<file path="src/rtl/fifo_pkg.sv">
// Shared helpers and read-mode constants for the sync_fifo family.
package fifo_pkg;

   localparam bit FIFO_MODE_SHOWAHEAD  = 1'b1;
   localparam bit FIFO_MODE_REGISTERED = 1'b0;

   // Ceiling log2 with a floor of 1 so a width is never zero.
   function automatic int clog2(input int value);
      int result;
      result = 0;
      while ((1 << result) < value) result++;
      if (result < 1) result = 1;
      return result;
   endfunction

endpackage

</file>
<file path="src/rtl/sync_fifo_ram.sv">
// Storage array: synchronous write, asynchronous read, no reset.
module sync_fifo_ram #(
   parameter int WIDTH  = 140,
   parameter int DEPTH  = 4,
   parameter int ADDR_W = 2
) (
   input  logic              clk,
   input  logic              we,
   input  logic [ADDR_W-1:0] waddr,
   input  logic [WIDTH-1:0]  wdata,
   input  logic [ADDR_W-1:0] raddr,
   output logic [WIDTH-1:0]  rdata
);

   logic [WIDTH-1:0] mem [DEPTH];

   always_ff @(posedge clk) begin
      if (we) mem[waddr] <= wdata;
   end

   assign rdata = mem[raddr];

endmodule

</file>
<file path="src/rtl/sync_fifo.sv">
// Single-clock FIFO with arbitrary depth, show-ahead or registered read,
// occupancy count, threshold flags, flush and sticky error flags.
module sync_fifo
   import fifo_pkg::*;
#(
   parameter int FIFO_WIDTH = 140,
   parameter int FIFO_DEPTH = 4,
   parameter bit SHOW_AHEAD = FIFO_MODE_SHOWAHEAD,
   parameter int AF_LEVEL   = FIFO_DEPTH - 1,
   parameter int AE_LEVEL   = 1
) (
   input  logic                                 clk,
   input  logic                                 rst,
   input  logic                                 flush,
   input  logic                                 wren,
   input  logic [FIFO_WIDTH-1:0]                wrdata,
   input  logic                                 rden,
   output logic [FIFO_WIDTH-1:0]                rddata,
   output logic                                 empty,
   output logic                                 full,
   output logic                                 almost_empty,
   output logic                                 almost_full,
   output logic [clog2(FIFO_DEPTH+1)-1:0]       usedw,
   output logic                                 overflow,
   output logic                                 underflow
);

   localparam int CNT_W = clog2(FIFO_DEPTH + 1);
   localparam int PTR_W = clog2(FIFO_DEPTH);
   localparam logic [PTR_W-1:0] PTR_LAST = PTR_W'(FIFO_DEPTH - 1);
   localparam logic [CNT_W-1:0] CNT_MAX  = CNT_W'(FIFO_DEPTH);

   logic [PTR_W-1:0]      wr_ptr;
   logic [PTR_W-1:0]      rd_ptr;
   logic [CNT_W-1:0]      count;
   logic                  wr_acc;
   logic                  rd_acc;
   logic                  ram_we;
   logic [FIFO_WIDTH-1:0] ram_rdata;

   assign empty        = (count == '0);
   assign full         = (count == CNT_MAX);
   assign almost_empty = (32'(count) <= 32'(AE_LEVEL));
   assign almost_full  = (32'(count) >= 32'(AF_LEVEL));
   assign usedw        = count;

   assign wr_acc = wren && !full;
   assign rd_acc = rden && !empty;
   assign ram_we = wr_acc && !rst && !flush;

   always_ff @(posedge clk) begin
      if (rst || flush) begin
         wr_ptr    <= '0;
         rd_ptr    <= '0;
         count     <= '0;
         overflow  <= 1'b0;
         underflow <= 1'b0;
      end else begin
         // Pointers wrap at the true depth so non-power-of-two sizes work.
         if (wr_acc) wr_ptr <= (wr_ptr == PTR_LAST) ? '0 : wr_ptr + 1'b1;
         if (rd_acc) rd_ptr <= (rd_ptr == PTR_LAST) ? '0 : rd_ptr + 1'b1;
         case ({wr_acc, rd_acc})
            2'b10:   count <= count + 1'b1;
            2'b01:   count <= count - 1'b1;
            default: count <= count;
         endcase
         if (wren && full)  overflow  <= 1'b1;
         if (rden && empty) underflow <= 1'b1;
      end
   end

   sync_fifo_ram #(
      .WIDTH  (FIFO_WIDTH),
      .DEPTH  (FIFO_DEPTH),
      .ADDR_W (PTR_W)
   ) u_ram (
      .clk   (clk),
      .we    (ram_we),
      .waddr (wr_ptr),
      .wdata (wrdata),
      .raddr (rd_ptr),
      .rdata (ram_rdata)
   );

   if (SHOW_AHEAD == FIFO_MODE_SHOWAHEAD) begin : g_show_ahead
      // Gate with empty so stale memory is never presented.
      assign rddata = empty ? '0 : ram_rdata;
   end else begin : g_registered
      logic [FIFO_WIDTH-1:0] rd_q;
      always_ff @(posedge clk) begin
         if (rst || flush) rd_q <= '0;
         else if (rd_acc)  rd_q <= ram_rdata;
      end
      assign rddata = rd_q;
   end

endmodule

</file>
<file path="config.mk">
export PLATFORM = sky130hd
export DESIGN_NAME = sync_fifo
export DESIGN_NICKNAME = d
export VERILOG_FILES = /design/src/rtl/fifo_pkg.sv /design/src/rtl/sync_fifo_ram.sv /design/src/rtl/sync_fifo.sv
export SDC_FILE = /design/constraint.sdc
export NUM_CORES = 1
export LEC_CHECK = 0
export BUFFER_PORTS_ARGS = -buffer_cell sky130_fd_sc_hd__buf_2
export CAP_MARGIN = 20
export CORE_MARGIN = 4
export CORE_UTILIZATION = 57
export DETAILED_ROUTE_END_ITERATION = 16
export PLACE_DENSITY_LB_ADDON = 0.12
export SKIP_LAST_GASP = 1
export SYNTH_ARGS = -nofsm -noshare
export SYNTH_HDL_FRONTEND = slang
export SYNTH_HIERARCHICAL = 1
export SYNTH_SLANG_ARGS = --single-unit
</file>
<file path="constraint.sdc">
create_clock -name clk -period 17.2 [get_ports clk]
set_input_delay 1.72 -clock clk [delete_from_list [all_inputs] [get_ports clk]]
set_output_delay 1.72 -clock clk [all_outputs]
set_load 0.05 [all_outputs]
</file>
## After elaboration in Yosys (flattened, before gate mapping)

Memories as Yosys holds them, arrays and structs flattened. A register that Yosys moved wholly into a read port is not among the register bits.
Cells that the tools add are included.

- Muxes and demuxes: 8
- Reduce and logical (&&, ||, !) cells: 13
- Eq/ne operators: 5
- Magnitude comparators: 2
- Add/subtract/negate cells: 4

Operators with widths:

| operator | number |
|---|---|
| 140-bit two-way mux | 1 |
| 2-bit two-way mux | 4 |
| 2-bit equality test, second input constant | 3 |
| 1-bit logical AND | 6 |
| 3-bit one-hot mux with 2 select lines | 1 |
| 2-bit by 1-bit adder with 2-bit output, second input constant | 2 |
| 1-bit logical NOT | 4 |
| 3-bit by 1-bit adder with 3-bit output, second input constant | 1 |
| 3-bit equality test, second input constant | 1 |
| 3-bit by 2-bit greater-or-equal comparator with 1-bit output, second input constant | 1 |
| 3-bit by 1-bit less-or-equal comparator with 1-bit output, second input constant | 1 |
| 3-bit logical NOT | 1 |
| 3-bit by 1-bit subtractor with 3-bit output, second input constant | 1 |
| 2-bit by 1-bit equality test with 1-bit output, second input constant | 1 |
| 1-bit two-way mux | 2 |
| 2-bit nonzero test | 1 |
| 1-bit logical OR | 1 |

- Bits in writable memories: 560
- Memories kept: 1
- Logic and storage cells: 38
- Register bits after elaboration: 9

Memories:

| name | depth | bits a word | rd ports | clocked after memory_dff | write ports | RTL line | text |
|---|---|---|---|---|---|---|---|
| u_ram.mem | 4 | 140 | 1 | 1 | 1 | sync_fifo_ram.sv:15 | `logic [WIDTH-1:0] mem [DEPTH];` |

## Logic depth before layout (Yosys ltp)

- Depth in word-level cells: 7
- Mapped depth: 9

## Hierarchy

The synthesis kept the hierarchy.

By module, submodules not included:

| module | area an instance (um2) | seq. area each (um2) | cells an instance | times used |
|---|---|---|---|---|
| sync_fifo_ram | 20240.7 | 16816.1 | 736 | 1 |
| sync_fifo | 1443.9 | 180.2 | 215 | 1 |

## Least setup slack after synthesis

No wires, ideal clock.

- Path kind: input -> register
- From: input wren
- To: memory u_ram.mem[0][0] (enable)
- Setup slack: 3831 ps
- Cell stages on the path: 4
- Required time: 16360 ps
- Arrival: 12529 ps
- Path through: a21boi_0 inv_1 nor2_1 nor3b_1

- Word-level cells in the longest chain between the ends: 5

RTL lines:

| what | RTL line | text |
|---|---|---|
| start: declaration | sync_fifo.sv:15 | `input logic wren,` |
| 1-bit logical AND | sync_fifo.sv:47 | `assign wr_acc = wren && !full;` |
| 1-bit logical AND (2 in a row) | sync_fifo.sv:49 | `assign ram_we = wr_acc && !rst && !flush;` |
| net ram_we | sync_fifo.sv:38 | `logic ram_we;` |
| 1-bit two-way mux | sync_fifo_ram.sv:18 | `if (we) mem[waddr] <= wdata;` |
| 1-bit two-way mux (implied by the code) | sync_fifo_ram.sv:18 |  |
| end: declaration | sync_fifo_ram.sv:15 |  |

The timed path passes the listed nets, and every way through them passes these cells.

==> out/results.ini <==
[cts]
tritoncts=built
cts.sinks=569
post_cts_buffers=0
clock_path_buffers=3
cts_made_buffers=55
cts-root-buf=clkbuf_16
cts_hold_buf=0
htreeDepth=2
cts.reportedPaths.clkPinSlew_ns=0.06
cts_resized=0
clock_latency_ns=0.59

[run_status]
status=complete, no violations

[route]
vias=10156
wl_per_cell_um=23.2
dr.pass1.iters=5
final_antenna_net_count=0
via_per_inst=5.57
routed_wl_um=42300
drc_errors=0
drtIter0Drc=542

[placement]
port_buffers=293
gp_congestion=0.762
place_hpwl_um=24700

[floorplanning]
start_util=0.577
dieArea_um2=41200
die_h_um=203
core_um2=37600
rows=71
die_w_um=203
io_pins=294

[yosys]
synth_nets=1104
yosysWarnings=6
synth_cell_types=28
syn-cell-area_um2=21700
syn_area_per_cell_um2=22.8
ys_ff_latch=569
synth_cells=951
yosysSeqAreaShare=0.784

[layout]
fillers=2480
area_growth_pct=16.5
regArea_um2=17000
multiInputGateArea_um2=4380
drive_gt1_frac=0.399
nets=1421

[worst_setup_path]
reg2reg_from=usedw[0]
rrSetupSlack_ns=12.86
reg2reg_depth=8
crit_family=buffers and inverters
cp.required_ns=15.48
crit_chain=buf_4 -> buf_4 -> buf_4 -> mux4_2 -> and2_1 -> buf_2
max_stage_delay_ns=0.87
cp_max_fo=47
endpoint_kind=primary output
cp_slowest_cell=buf_4
reg2reg_to=u_ram/mem[2][45]
critPathKind=reg2out
crit_buf_inv=4
critPathArrivalTime_ns=4.60
worst_path_most_repeated_cell=buf_4
start_kind=flop

[sta]
slew_violations=0
finClkSkew_ns=0.0173
rsz0062_at_grt=no
fmax_mhz=158
fin_crit_sh=0.367
tns_ns=0
slew_headroom=0.282
finalCriticalPeriod_ns=6.32
setup_viol=0
worst_pin_slew_ns=1.08
hold_violations=0

[hold_path]
whs_endpoint=overflow
min_path_cells=2
min_path_type=reg2reg
worstHoldStart=overflow

[global_routing]
antenna_found_initial=12
gr-usage-met2=0.327
grt_overflow=0
grt_first_pass_wirelength_um=64300
grt_max_degree=97
top_usage_layer=met2
grtUsageTotal=0.207
grt_pass1_vias=10882
use_met3=0.0541
use_met1=0.291

[power]
finalPower_mw=2.89
vdd_drop_max_mv=0.0870
pwr_density_cell_nw_per_um2=115
leakage_nw=8.62

[job]
drv_cap=0

-- how the worst max path moves through the flow --
stage | startpoint | end | depth (start not counted)
floorplan | wren | u_ram/mem[0][0] | 4
global placement | rd_ptr[0] | rddata[117] | 6
detailed placement | rd_ptr[0] | rddata[117] | 6
CTS | rd_ptr[0] | rddata[117] | 6
global route | rd_ptr[0] | rddata[117] | 6
finish | rd_ptr[0] | rddata[72] | 6
-- registers in the layout (all words and copies together) (netlist names) --
| signal | flops |
|---|---|
| wr_ptr | 2 |
| rd_ptr | 2 |
| overflow | 1 |
| underflow | 1 |
| u_ram/mem | 560 |
| usedw | 3 |
-- cell usage after synthesis --
library cell / number / area (um^2)
mux2i_1: 2 / 20.0
nor3_1: 1 / 5.00
mux4_2: 140 / 3150
edfxtp_1: 560 / 16800
nor2_1: 12 / 45.0
inv_2: 1 / 3.75
xor2_1: 2 / 17.5
a211oi_1: 1 / 7.51
and3_1: 1 / 6.26
nor3b_1: 1 / 7.51
or4_1: 1 / 7.51
a21boi_0: 1 / 7.51
inv_1: 5 / 18.8
nand3_1: 1 / 5.00
buf_2: 16 / 80.1
and2_1: 141 / 882
nor2b_1: 1 / 6.26
and3b_1: 2 / 17.5
dfxtp_1: 9 / 180
buf_6: 12 / 135
or2_2: 1 / 6.26
clkbuf_1: 17 / 63.8
a21oi_1: 6 / 30.0
a31oi_1: 1 / 6.26
buf_4: 3 / 22.5
ha_1: 8 / 100
o21ai_0: 4 / 20.0
nand2b_4: 1 / 13.8
-- cell usage in the layout (no fill, tap or decap), types with 2 or more instances in the layout --
cell	synthesis	layout
mux2i_1	2	2
edfxtp_1	560	560
clkbuf_1	17	18
bufinv_16	0	3
inv_1	5	5
clkinv_2	0	5
buf_2	16	293
mux4_2	140	140
and3b_4	0	2
clkinv_1	0	12
xor2_1	2	2
nor2_1	12	12
buf_4	3	15
ha_1	8	8
clkbuf_16	0	55
and2_1	141	141
dfxtp_1	9	7
diode_2	0	7
a21oi_1	6	6
dfxtp_4	0	2
o21ai_0	4	4
-- routing by layer --
metal  vias to the layer above  wire [um]
met3                        67       2800
met5                         -         99
met4                        14        910
li1                       4522          -
met1                      5281      17800
met2                       272      20700
-- worst reg2reg max path: stages (launching register included) --
cell and delay, ns:
dfxtp_1 0.41, inv_1 0.12, ha_1 0.28, a21boi_0 0.48, inv_1 0.14, nor2_1 0.23, and3b_4 0.65, buf_4 0.79
buf_4 0.83
-- per-stage QoR --
step           cells  setup WS [ns]  hold slack (ns)  utilization  instance area [um^2]
2_1_floorplan    951           3.83            0.469            -                 21700
3_3_place_gp    1722          11.23            0.444        0.629                 23600
3_5_place_dp    1722          11.26            0.459        0.629                 23600
4_1_cts         1816          10.62            0.472        0.672                 25200
5_1_grt         1819          10.32            0.527        0.672                 25200
6_report        1823          10.88            0.471        0.672                 25300
-- layout make-up --
type,count,share of cell area
antenna,7,0.000694
clock buffer,73,0.0572
clock inverter,21,0.00669
inverter,6,0.000892
multi-input combinational,328,0.173
sequential,569,0.673
tap,511,0.0253
timing repair buffer,308,0.0625
-- cells by family after synthesis --
group           after synthesis  share of synthesized area
flops                       569                      0.784
simple gates                163                     0.0462
mux                         142                      0.146
buf+inv                      54                     0.0149
compound gates               13                    0.00329
fa+ha+maj                     8                    0.00462
xor+xnor                      2                   0.000808
-- where the power goes --
group	switching, mW	internal [mW]	leakage [nW]	total [mW]
logic	0.187	0.0708	2.70	0.258
clock network	0.464	0.628	0.784	1.09
registers	0.00489	1.54	5.13	1.54
total	0.655	2.24	8.62	2.89
Power figures use the tool's default switching activity.
